<file path="config.mk">
export PLATFORM = sky130hd
export DESIGN_NAME = seq_booth_multiplier
export DESIGN_NICKNAME = d
export VERILOG_FILES = /design/src/rtl/booth_pkg.sv /design/src/rtl/booth_step.sv /design/src/rtl/seq_booth_multiplier.sv
export SDC_FILE = /design/constraint.sdc
export NUM_CORES = 1
export LEC_CHECK = 0
export CORE_ASPECT_RATIO = 0.75
export CORE_MARGIN = 2
export CORE_UTILIZATION = 35
export CTS_BUF_LIST = sky130_fd_sc_hd__clkbuf_8
export DETAILED_ROUTE_END_ITERATION = 7
export HOLD_SLACK_MARGIN = 0.15
export PLACE_DENSITY = 0.6
export SETUP_SLACK_MARGIN = 0.15
export SYNTH_ARGS = -nofsm -noshare
export SYNTH_HDL_FRONTEND = slang
export SYNTH_HIERARCHICAL = 1
export SYNTH_SLANG_ARGS = --single-unit
</file>
<file path="constraint.sdc">
create_clock -name clk -period 15.1 [get_ports clk]
set_input_delay 4.53 -clock clk [delete_from_list [all_inputs] [get_ports clk]]
set_output_delay 4.53 -clock clk [all_outputs]
set_load 0.02 [all_outputs]
</file>
<file path="src/rtl/booth_pkg.sv">
// Shared types and helpers for the sequential radix-2 Booth multiplier:
// FSM state encoding, operand extension and Booth pair decode values.
package booth_pkg;

  typedef enum logic [1:0] {
    IDLE = 2'd0,
    BUSY = 2'd1,
    DONE = 2'd2
  } state_e;

  // Radix-2 Booth decode of {Q[0], q_m1}
  localparam logic [1:0] BOOTH_ADD    = 2'b01;
  localparam logic [1:0] BOOTH_SUB    = 2'b10;
  localparam logic [1:0] BOOTH_NOP_00 = 2'b00;
  localparam logic [1:0] BOOTH_NOP_11 = 2'b11;

  // Extra top bit used when widening an operand by one bit: sign copy or zero.
  function automatic logic ext_msb(input logic msb, input logic is_signed);
    return is_signed & msb;
  endfunction

endpackage

</file>
<file path="src/rtl/booth_step.sv">
// One combinational radix-2 Booth step: conditional add/sub of Mx into A,
// then arithmetic right shift of {A,Q,q_m1} by one bit.
module booth_step
  import booth_pkg::*;
#(
  parameter int EW = 65
) (
  input  logic [EW-1:0] a,
  input  logic [EW-1:0] q,
  input  logic          q_m1,
  input  logic [EW-1:0] mx,
  output logic [EW-1:0] a_next,
  output logic [EW-1:0] q_next,
  output logic          q_m1_next
);

  logic [EW-1:0] sum;

  always_comb begin
    sum = a;
    case ({q[0], q_m1})
      BOOTH_ADD:                  sum = a + mx;
      BOOTH_SUB:                  sum = a - mx;
      BOOTH_NOP_00, BOOTH_NOP_11: sum = a;
    endcase
    a_next    = {sum[EW-1], sum[EW-1:1]};
    q_next    = {sum[0], q[EW-1:1]};
    q_m1_next = q[0];
  end

endmodule

</file>
<file path="src/rtl/seq_booth_multiplier.sv">
// Iterative Booth multiplier, one step per clock: product valid EW+1 cycles after accept,
// held in DONE until out_ready; in_ready only in IDLE so a stalled consumer blocks new operands.
module seq_booth_multiplier
  import booth_pkg::*;
#(
  parameter int WIDTH = 64
) (
  input  logic                 clk,
  input  logic                 rst,
  input  logic                 in_valid,
  output logic                 in_ready,
  input  logic                 is_signed,
  input  logic [WIDTH-1:0]     multiplicand,
  input  logic [WIDTH-1:0]     multiplier,
  output logic                 out_valid,
  input  logic                 out_ready,
  output logic [2*WIDTH-1:0]   product,
  output logic                 busy
);

  localparam int EW = WIDTH + 1;
  localparam int CW = $clog2(EW + 1);
  localparam logic [CW-1:0] LAST_STEP = CW'(EW - 1);

  state_e             state_q, state_d;
  logic [EW-1:0]      a_q, a_d, q_q, q_d, m_q, m_d;
  logic               qm1_q, qm1_d;
  logic [CW-1:0]      cnt_q, cnt_d;
  logic [2*WIDTH-1:0] prod_q, prod_d;
  logic               in_ready_q, in_ready_d;
  logic               out_valid_q, out_valid_d;
  logic               busy_q, busy_d;

  logic [EW-1:0]      a_n, q_n;
  logic               qm1_n;

  booth_step #(.EW(EW)) u_step (
    .a         (a_q),
    .q         (q_q),
    .q_m1      (qm1_q),
    .mx        (m_q),
    .a_next    (a_n),
    .q_next    (q_n),
    .q_m1_next (qm1_n)
  );

  always_comb begin
    state_d = state_q;
    a_d     = a_q;
    q_d     = q_q;
    m_d     = m_q;
    qm1_d   = qm1_q;
    cnt_d   = cnt_q;
    prod_d  = prod_q;
    case (state_q)
      IDLE: begin
        if (in_valid) begin
          m_d     = {ext_msb(multiplicand[WIDTH-1], is_signed), multiplicand};
          q_d     = {ext_msb(multiplier[WIDTH-1], is_signed), multiplier};
          a_d     = '0;
          qm1_d   = 1'b0;
          cnt_d   = '0;
          state_d = BUSY;
        end
      end
      BUSY: begin
        a_d   = a_n;
        q_d   = q_n;
        qm1_d = qm1_n;
        cnt_d = cnt_q + CW'(1);
        if (cnt_q == LAST_STEP) begin
          // Low 2*WIDTH bits of {A,Q} after the final shift
          prod_d  = {a_n[WIDTH-2:0], q_n};
          state_d = DONE;
        end
      end
      DONE: begin
        if (out_ready) begin
          state_d = IDLE;
        end
      end
      default: state_d = IDLE;
    endcase
    in_ready_d  = (state_d == IDLE);
    out_valid_d = (state_d == DONE);
    busy_d      = (state_d == BUSY);
  end

  always_ff @(posedge clk) begin
    if (rst) begin
      state_q     <= IDLE;
      a_q         <= '0;
      q_q         <= '0;
      m_q         <= '0;
      qm1_q       <= 1'b0;
      cnt_q       <= '0;
      prod_q      <= '0;
      in_ready_q  <= 1'b1;
      out_valid_q <= 1'b0;
      busy_q      <= 1'b0;
    end else begin
      state_q     <= state_d;
      a_q         <= a_d;
      q_q         <= q_d;
      m_q         <= m_d;
      qm1_q       <= qm1_d;
      cnt_q       <= cnt_d;
      prod_q      <= prod_d;
      in_ready_q  <= in_ready_d;
      out_valid_q <= out_valid_d;
      busy_q      <= busy_d;
    end
  end

  assign in_ready  = in_ready_q;
  assign out_valid = out_valid_q;
  assign busy      = busy_q;
  assign product   = prod_q;

endmodule
</file>
* Word level (Yosys, flattened, before mapping)
Cells that the tools add are included.
Storage, ports and cells: input bits 133, word-level logic and storage cells 45, output and inout port bits 131, register bits after elaboration 336
Operators by class: add/sub/neg operators 3, equality and inequality tests 9, reductions and logical operators 8, bitwise operators 2, multiplexer cells 13
Operators with widths (count):
- $pmux W65 S2 | 2
- $pmux W65 S3 | 1
- $mux W65 | 2
- $add A65 B65 Y65 | 1
- $sub A65 B65 Y65 | 1
- $pmux W7 S2 | 1
- $eq A2 B2 Y1 const B | 4
- $add A7 B1 Y7 const B | 1
- $eq A7 B7 Y1 const B | 1
- $mux W7 | 1
- $eq A2 B1 Y1 const B | 3
- $logic_not A2 Y1 | 3
- $mux W2 | 3
- $pmux W2 S3 | 1
- $reduce_and A2 Y1 | 3
- $and A1 B1 Y1 | 2
- $ne A2 B2 Y1 const B | 1
- $pmux W1 S2 | 1
- $reduce_bool A2 Y1 | 1
- $reduce_or A2 Y1 | 1
- $mux W1 | 1

* Logic depth before layout (Yosys ltp)
Gate-level depths: netlist of run 1.
depth in word-level cells 4, mapped depth 26, mapped depth without buffers 24

* Cells and area by module
Netlist of run 1, hierarchy kept.
Modules (own cells, without submodules):
- seq_booth_multiplier | cells an instance 1550, instances 1, area an instance 14143.6 µm², seq. area each 6726.5 µm²
- booth_step | cells an instance 1015, instances 1, area an instance 6326.1 µm², seq. area each 0.0 µm²

* Least setup slack after synthesis of run 1
OpenSTA, ideal clock, no wires.
kind input to register, start in in_valid, end reg q_q[26], arrival time 5480 ps, cell stages on the path 5, buffers on the path 2, path slack 9489 ps, cells stage by stage buf_4 -> clkbuf_1 -> or3b_2 -> a21oi_1 -> nor3_1
On the way: cells in the longest elaborated chain, start to end 2
RTL lines:
- from (decl) | line seq_booth_multiplier.sv:10 | input logic in_valid,
- $ne A2 B2 Y1 (no line)
- $reduce_and A2 Y1 (no line)
- to (signal assigned) | line seq_booth_multiplier.sv:104 | q_q <= q_d;
- to (decl) | line seq_booth_multiplier.sv:26 | logic [EW-1:0] a_q, a_d, q_q, q_d, m_q, m_d;
No other way between the ends. A chain may end at the register's enable or synchronous reset.

* Worst setup path in the final report of run 1
start reg m_q[17], end reg a_q[64]
On the way: cells in the longest elaborated chain, start to end 3
RTL lines:
- from (decl) | line seq_booth_multiplier.sv:26
- from (signal assigned) | line seq_booth_multiplier.sv:105 | m_q <= m_d;
- $sub A65 B65 Y65 or $add A65 B65 Y65 (tied branches) | line booth_step.sv:23, booth_step.sv:22
- $pmux W65 S3 (*) | line booth_step.sv:21 | case ({q[0], q_m1})
- named net a_n[63] | line seq_booth_multiplier.sv:34 | logic [EW-1:0] a_n, q_n;
- $pmux W65 S2 (*) | line seq_booth_multiplier.sv:55 | case (state_q)
- to (signal assigned) | line seq_booth_multiplier.sv:92 | a_q <= '0;
- to (signal assigned) | line seq_booth_multiplier.sv:103 | a_q <= a_d;
- to (decl) | line seq_booth_multiplier.sv:26
The timed path passes the listed nets; every way through them passes the cells marked *.

==> out/metrics.yaml, run 1 <==
rsz0062_at_grt: "false"
startpoint_type: "flop"
fp.dieH_um: 213
syn-num-nets: 2767
synth_edf_count: 0
slew-limit-headroom_pct: 28.3
die_w_um: 283
syn-cell-area_um2: 20500
ys.warnings.count: 6
cts_tree: "yes"
power.net_switching_uw: 727
swShare_pct: 31.0
start_util_pct: 35.5
arrival_ps: 7240
multi_input_area_um2: 12200
avgSynthCellArea_um2: 7.98
outcome: "completed"
hold_path.startpoint: "product[24]$_SDFFE_PP0P_"
setup_viol_count_final: 0
cts_resized: 0
grt_pass1_vias: 17000
layout.nets: 2858
rows: 76
worstSetupEndpointType: "flop"
worst_slew_pin_slew_ps: 1080
cp_common_cell: "a21oi_1"
power_density_nw_per_um2: 97.7
crit_path_cell_trace: "or4_4 -> or3_4 -> or4_4 -> nor3_4 -> and3_1 -> and2_1 -> nand2_1 -> nor2_1 -> a21oi_1 -> xnor2_1 -> ha_1 -> a21oi_1 -> o21bai_1 -> a21o_1 -> a21o_1 -> a21oi_1 -> o21ai_0 -> a2111oi_0 -> nor3_1 -> or3b_1 -> xnor2_1 -> a22oi_1 -> nor2_1"
clkLatencyLatePin_ps: 680
cellLeakagePower_uw: 0.00858
hold_viol: 0
power_frac_clock_pct: 37.7
crit_path_max_incr_delay_ps: 740
max-cap-violations: 0
synthArstFlopShare_pct: 0
syn_inst: 2565
reg2reg_from: "m_q[17]$_SDFFE_PP0P_"
place_area_um2: 22800
post-route-min-period_ps: 6770
grt_antenna_before_repair: 4
first_iter_violations: 1506
holdCritPathClass: "reg2reg"
seqPwrFrac_pct: 40.6
grt_pass1_wl_um: 92800
num_vias: 17900
synth_ff_type: "dfxtp_1"
crit_buf_inv: 0
track_usage_pct: 18.8
ioPinCount: 264
die-area_um2: 60500
nFillCells: 5859
fin_skew_ps: 59.6
path_clk_slew_ps: 70
peakVddDrop_mv: 0.0486
final_common_cell: "dfxtp_1"
dp_hpwl_um: 40500
cts-root-buf: "clkbuf_8"
yosysSeqAreaShare_pct: 32.9
wl_per_cell_um: 16.9
worstPathMaxFanout: 8
drt_first_pass_iters: 5
hold_buffers: 0
power_frac_comb_pct: 21.7
drc: 0
fin_setup_tns_ps: 0
slowest_stage: "a2111oi_0"
grt.overflow.total: 0
critPathTopFamily: "simple AND/OR/NAND/NOR gates"
coreArea_um2: 57600
numCtsBuffers: 59
gp_congestion: 0.949
antenna_left: 0
startpoint: "m_q[17]$_SDFFE_PP0P_"
ys_types: 71
syn_to_final_growth_pct: 17.4
clock_tree.buffer_depth: 3
drv_slew: 0
final_cell_mix: "334 x dfxtp_1, 329 x nand2b_1, 262 x clkdlybuf4s50_1"
htreeDepth: 2
ys_ff_latch: 336
numClockSinks: 336
fmax_ghz: 0.148
io_buffers: 263
drive_gt1_share_pct: 6.85
crit_type: "reg2reg"
p_int_uw: 1620
fin_crit_sh_pct: 44.8
cts_setup_buffers: 0
grt_max_degree: 176
viasPerCell: 5.13
routed_wirelength_um: 58800
required_ps: 15580
final-seq-area_um2: 6730
final_area_um2: 24000
cell usage after synthesis (9+ instances only):
library cell	number	area (µm²)
buf_1	9	33.8
o21ai_0	93	465
buf_12	13	260
a31oi_1	15	93.8
nand4_1	22	138
a21o_1	31	233
inv_1	35	131
o31ai_1	10	75.1
clkbuf_1	126	473
dfxtp_1	336	6730
nor3_1	95	475
o21bai_1	14	105
nand2_1	258	968
xor2_1	26	228
nor2_1	225	845
or3b_1	13	114
xnor2_1	89	780
a21oi_1	256	1280
o21a_1	11	82.6
or3_1	12	75.1
ha_1	68	851
and3_1	11	68.8
nand2b_1	329	2060
a22oi_1	67	503
nand3_1	15	75.1
mux2i_1	132	1320
buf_2	30	150
buf_4	69	518
or3b_2	54	473
registers in the layout, summed over array words and instances (netlist names):
register,cells
product,128
out_valid,1
a_q,65
busy,1
state_q,2
in_ready,1
q_q,65
qm1_q,1
cnt_q,7
m_q,65
cell type report:
class	count	share of cell area (%)
clock inverter	35	1.08
tap	780	4.06
timing repair buffer	278	11.4
multi-input combinational	1945	50.8
inverter	36	0.562
antenna	5	0.0521
clock buffer	70	4.01
sequential	336	28.0
layer usage:
| metal | global-route usage [%] | routed length [µm] | vias up | part of all wire (%) |
|---|---|---|---|---|
| li1 | - | - | 8904 | - |
| met1 | 26.7 | 28200 | 8411 | 48 |
| met2 | 29.1 | 25800 | 482 | 44 |
| met5 | 0 | 10 | - | 0.017 |
| met4 | 5.46 | 1190 | 2 | 2.0 |
| met3 | 3.26 | 3620 | 83 | 6.2 |
cell families (layout without fill, tap and decap cells):
| kind of cell | after synthesis | count (layout) | share of synthesized area [%] |
|---|---|---|---|
| buf+inv | 284 | 419 | 7.74 |
| flops | 336 | 336 | 32.9 |
| xor+xnor | 115 | 115 | 4.92 |
| mux | 136 | 136 | 6.67 |
| fa+ha+maj | 69 | 69 | 4.25 |
| simple gates | 1083 | 1083 | 27.8 |
| compound gates | 542 | 542 | 15.7 |
| other cells | 0 | 5 | 0 |
worst paths after layout:
| kind | to | slack (ps) | cells past startpoint |
|---|---|---|---|
| max | a_q[64]$_SDFFE_PP0P_ | 8330 | 23 |
| min | product[24]$_SDFFE_PP0P_ | 470 | 2 |
| max reg2reg | a_q[64]$_SDFFE_PP0P_ | 8330 | 23 |
| min reg2reg | product[24]$_SDFFE_PP0P_ | 470 | 2 |
tightest hold or removal path: cells and delay by family (launching register included):
kind             cells  cell delay (ps)
muxes                1               50
and+or+nand+nor      1               60
DFF                  1              310
power groups by stage:
stage	clock [µW]	combinational (µW)	sequential, µW
3_3_place_gp	0	494	972
4_1_cts	916	504	954
3_5_place_dp	0	501	973
6_report	885	509	954
5_1_grt	959	563	959
2_1_floorplan	0	394	960
through the flow:
step | worst slack, ps | total power (µW) | utilization (%) | instances | hold WS, ps
after floorplan | 9490 | 1350 | - | 2565 | 432
after global placement | 7930 | 1470 | 39.6 | 3375 | 459
after detailed placement | 7840 | 1470 | 39.6 | 3375 | 462
after CTS | 8400 | 2370 | 41.7 | 3480 | 475
after global routing | 7830 | 2480 | 41.7 | 3484 | 488
final | 8330 | 2350 | 41.7 | 3485 | 467
Note: power is estimated with default switching activity, not from simulation.
==> run 2: changes to the inputs <==
==> constraint.sdc (replaced) <==
create_clock -name clk -period 6.9 [get_ports clk]
set_input_delay 2.07 -clock clk [delete_from_list [all_inputs] [get_ports clk]]
set_output_delay 2.07 -clock clk [all_outputs]
set_load 0.02 [all_outputs]
==> run 2 against run 1 <==
Combinational power rose by 120%. Critical path depth decreased by 3. Flip-flop and latch count stayed put. Cell area rose by 0.29%. Cell count about the same. First-iteration DRC count up 5.6%. Non-clock buffer count rose by 2. Count of clock-buffer cells in the layout rose by 4. Core utilization grew 0.12 points. Routed wire length increased by 1.6%. Global-route usage rose by 0.45 points. Maximum frequency grew 9.6%.
==> out/metrics.yaml, run 2 (synthesized netlist as in run 1, its figures left out) <==
crit_path_cell_trace: "or4_4 -> or3_4 -> or4_4 -> nor3b_2 -> buf_4 -> nor2_1 -> xnor2_1 -> ha_1 -> nand2_1 -> o21ai_0 -> a2111oi_0 -> o31ai_1 -> a21oi_1 -> o21ai_1 -> a2111oi_0 -> nor3_1 -> or3b_1 -> xnor2_1 -> a22oi_1 -> nor2_1"
rsz0062_at_grt: "false"
rows: 76  # unchanged
slew-limit-headroom_pct: 31.5  # +3.2 points
gp_congestion: 0.905  # -4.7%
startpoint_type: "flop"
num_vias: 17900  # +0.028%
setup_viol_count_final: 0  # unchanged
fin_skew_ps: 20.3  # -39.2 ps
slowest_stage: "a2111oi_0"
hold_buffers: 0  # unchanged
clkLatencyLatePin_ps: 670  # about the same
drive_gt1_share_pct: 6.91  # +0.061 points
wl_per_cell_um: 17.1  # +1.5%
viasPerCell: 5.13  # about the same
outcome: "completed"
drc: 0  # unchanged
power_density_nw_per_um2: 214  # +120%
cts_tree: "yes"
fp.dieH_um: 213  # unchanged
numClockSinks: 336  # unchanged
grt_max_degree: 181  # +2.8%
syn_to_final_growth_pct: 17.8
cts_resized: 0  # unchanged
cts-root-buf: "clkbuf_8"
grt_antenna_before_repair: 3  # -1
final_common_cell: "dfxtp_1"
hold_viol: 0  # unchanged
die_w_um: 283  # unchanged
track_usage_pct: 19.2  # +0.45 points
crit_path_max_incr_delay_ps: 600  # -140 ps
holdCritPathClass: "reg2reg"
max-cap-violations: 0  # unchanged
crit_type: "reg2reg"
die-area_um2: 60500  # unchanged
htreeDepth: 2  # unchanged
dp_hpwl_um: 41400  # +2.1%
path_clk_slew_ps: 60  # about the same
coreArea_um2: 57600  # unchanged
fin_setup_tns_ps: 0  # unchanged
grt_pass1_vias: 17000  # +0.35%
nFillCells: 5831  # -0.48%
routed_wirelength_um: 59700  # +1.6%
grt_pass1_wl_um: 94400  # +1.8%
arrival_ps: 6690  # -550 ps
required_ps: 7420  # -8160 ps
clock_tree.buffer_depth: 3  # unchanged
antenna_left: 0  # unchanged
worstPathMaxFanout: 6  # -2
io_buffers: 263  # unchanged
numCtsBuffers: 58  # -1.7%
ioPinCount: 264  # unchanged
final_cell_mix: "334 x dfxtp_1, 329 x nand2b_1, 262 x clkdlybuf4s50_1"
drv_slew: 0  # unchanged
cts_setup_buffers: 0  # unchanged
place_area_um2: 22900  # +0.23%
fin_crit_sh_pct: 89.5  # +45 points
peakVddDrop_mv: 0.123  # +150%
drt_first_pass_iters: 5  # unchanged
worst_slew_pin_slew_ps: 1010  # -61.1 ps
worstSetupEndpointType: "flop"
cellLeakagePower_uw: 0.00863  # +0.51%
start_util_pct: 35.5  # unchanged
final_area_um2: 24100  # +0.29%
layout.nets: 2859  # +0.035%
first_iter_violations: 1590  # +5.6%
fmax_ghz: 0.162  # +9.6%
grt.overflow.total: 0  # unchanged
largest_register_ffs: 128  # unchanged
post-route-min-period_ps: 6170  # -592 ps
[run 2: cell types whose count changed in the layout (fill, tap and decap cells not counted)]
cell,delta
inv_1,+3
bufinv_16,-1
inv_6,+1
buf_4,-1
clkinv_2,-4
diode_2,-3
buf_12,+3
clkbuf_8,+4
[run 2: per-stage QoR]
step | setup slack [ps] | utilization, % | power, µW | hold slack (ps) | instances
CTS | 833 | 41.8 | 5230 | 473 | 3485
detailed placement | 835 | 39.7 | 3230 | 460 | 3377
global route | 221 | 41.8 | 5450 | 492 | 3487
finish | 727 | 41.8 | 5160 | 471 | 3487
global placement | 982 | 39.7 | 3220 | 458 | 3377
floorplan | 1390 | - | 2960 | 432 | 2565
[run 2: worst max-delay path: cells and delay by family (launching register included)]
kind / cells / cell delay [ps]
flops: 1 / 350
fa+ha+maj: 1 / 370
simple gates: 9 / 2450
compound gates: 7 / 2350
xor+xnor: 2 / 310
buf+inv: 1 / 220
[run 2: cell type report]
type	instances	area (µm²)	area share, %
Clock buffer	74	1020	4.23
Timing Repair Buffer	280	2800	11.6
Clock inverter	34	230	0.955
Antenna cell	2	5.00	0.0208
Inverter	36	135	0.561
Tap cell	780	976	4.05
Multi-Input combinational cell	1945	12200	50.6
Sequential cell	336	6730	27.9
[run 2: path summary, 6_finish.rpt]
check	start	to	slack, ps	depth (start not counted)
setup / recovery	m_q[17]$_SDFFE_PP0P_	a_q[64]$_SDFFE_PP0P_	730	20
hold / removal	product[88]$_SDFFE_PP0P_	product[88]$_SDFFE_PP0P_	470	2
setup reg to reg	m_q[17]$_SDFFE_PP0P_	a_q[64]$_SDFFE_PP0P_	730	20
hold reg to reg	product[88]$_SDFFE_PP0P_	product[88]$_SDFFE_PP0P_	470	2
[run 2: routing by layer]
layer	part of all wire, %	GRT usage [%]
met1	49	27.9
met2	42	28.8
met3	5.9	3.66
met4	2.3	5.69
met5	0.022	0
[run 2: power breakdown]
part | leakage [µW] | internal [µW] | total (µW) | switching (µW)
clock | 0.000715 | 1070 | 1960 | 882
sequential | 0.00274 | 2010 | 2090 | 76.2
combinational | 0.00518 | 467 | 1110 | 646
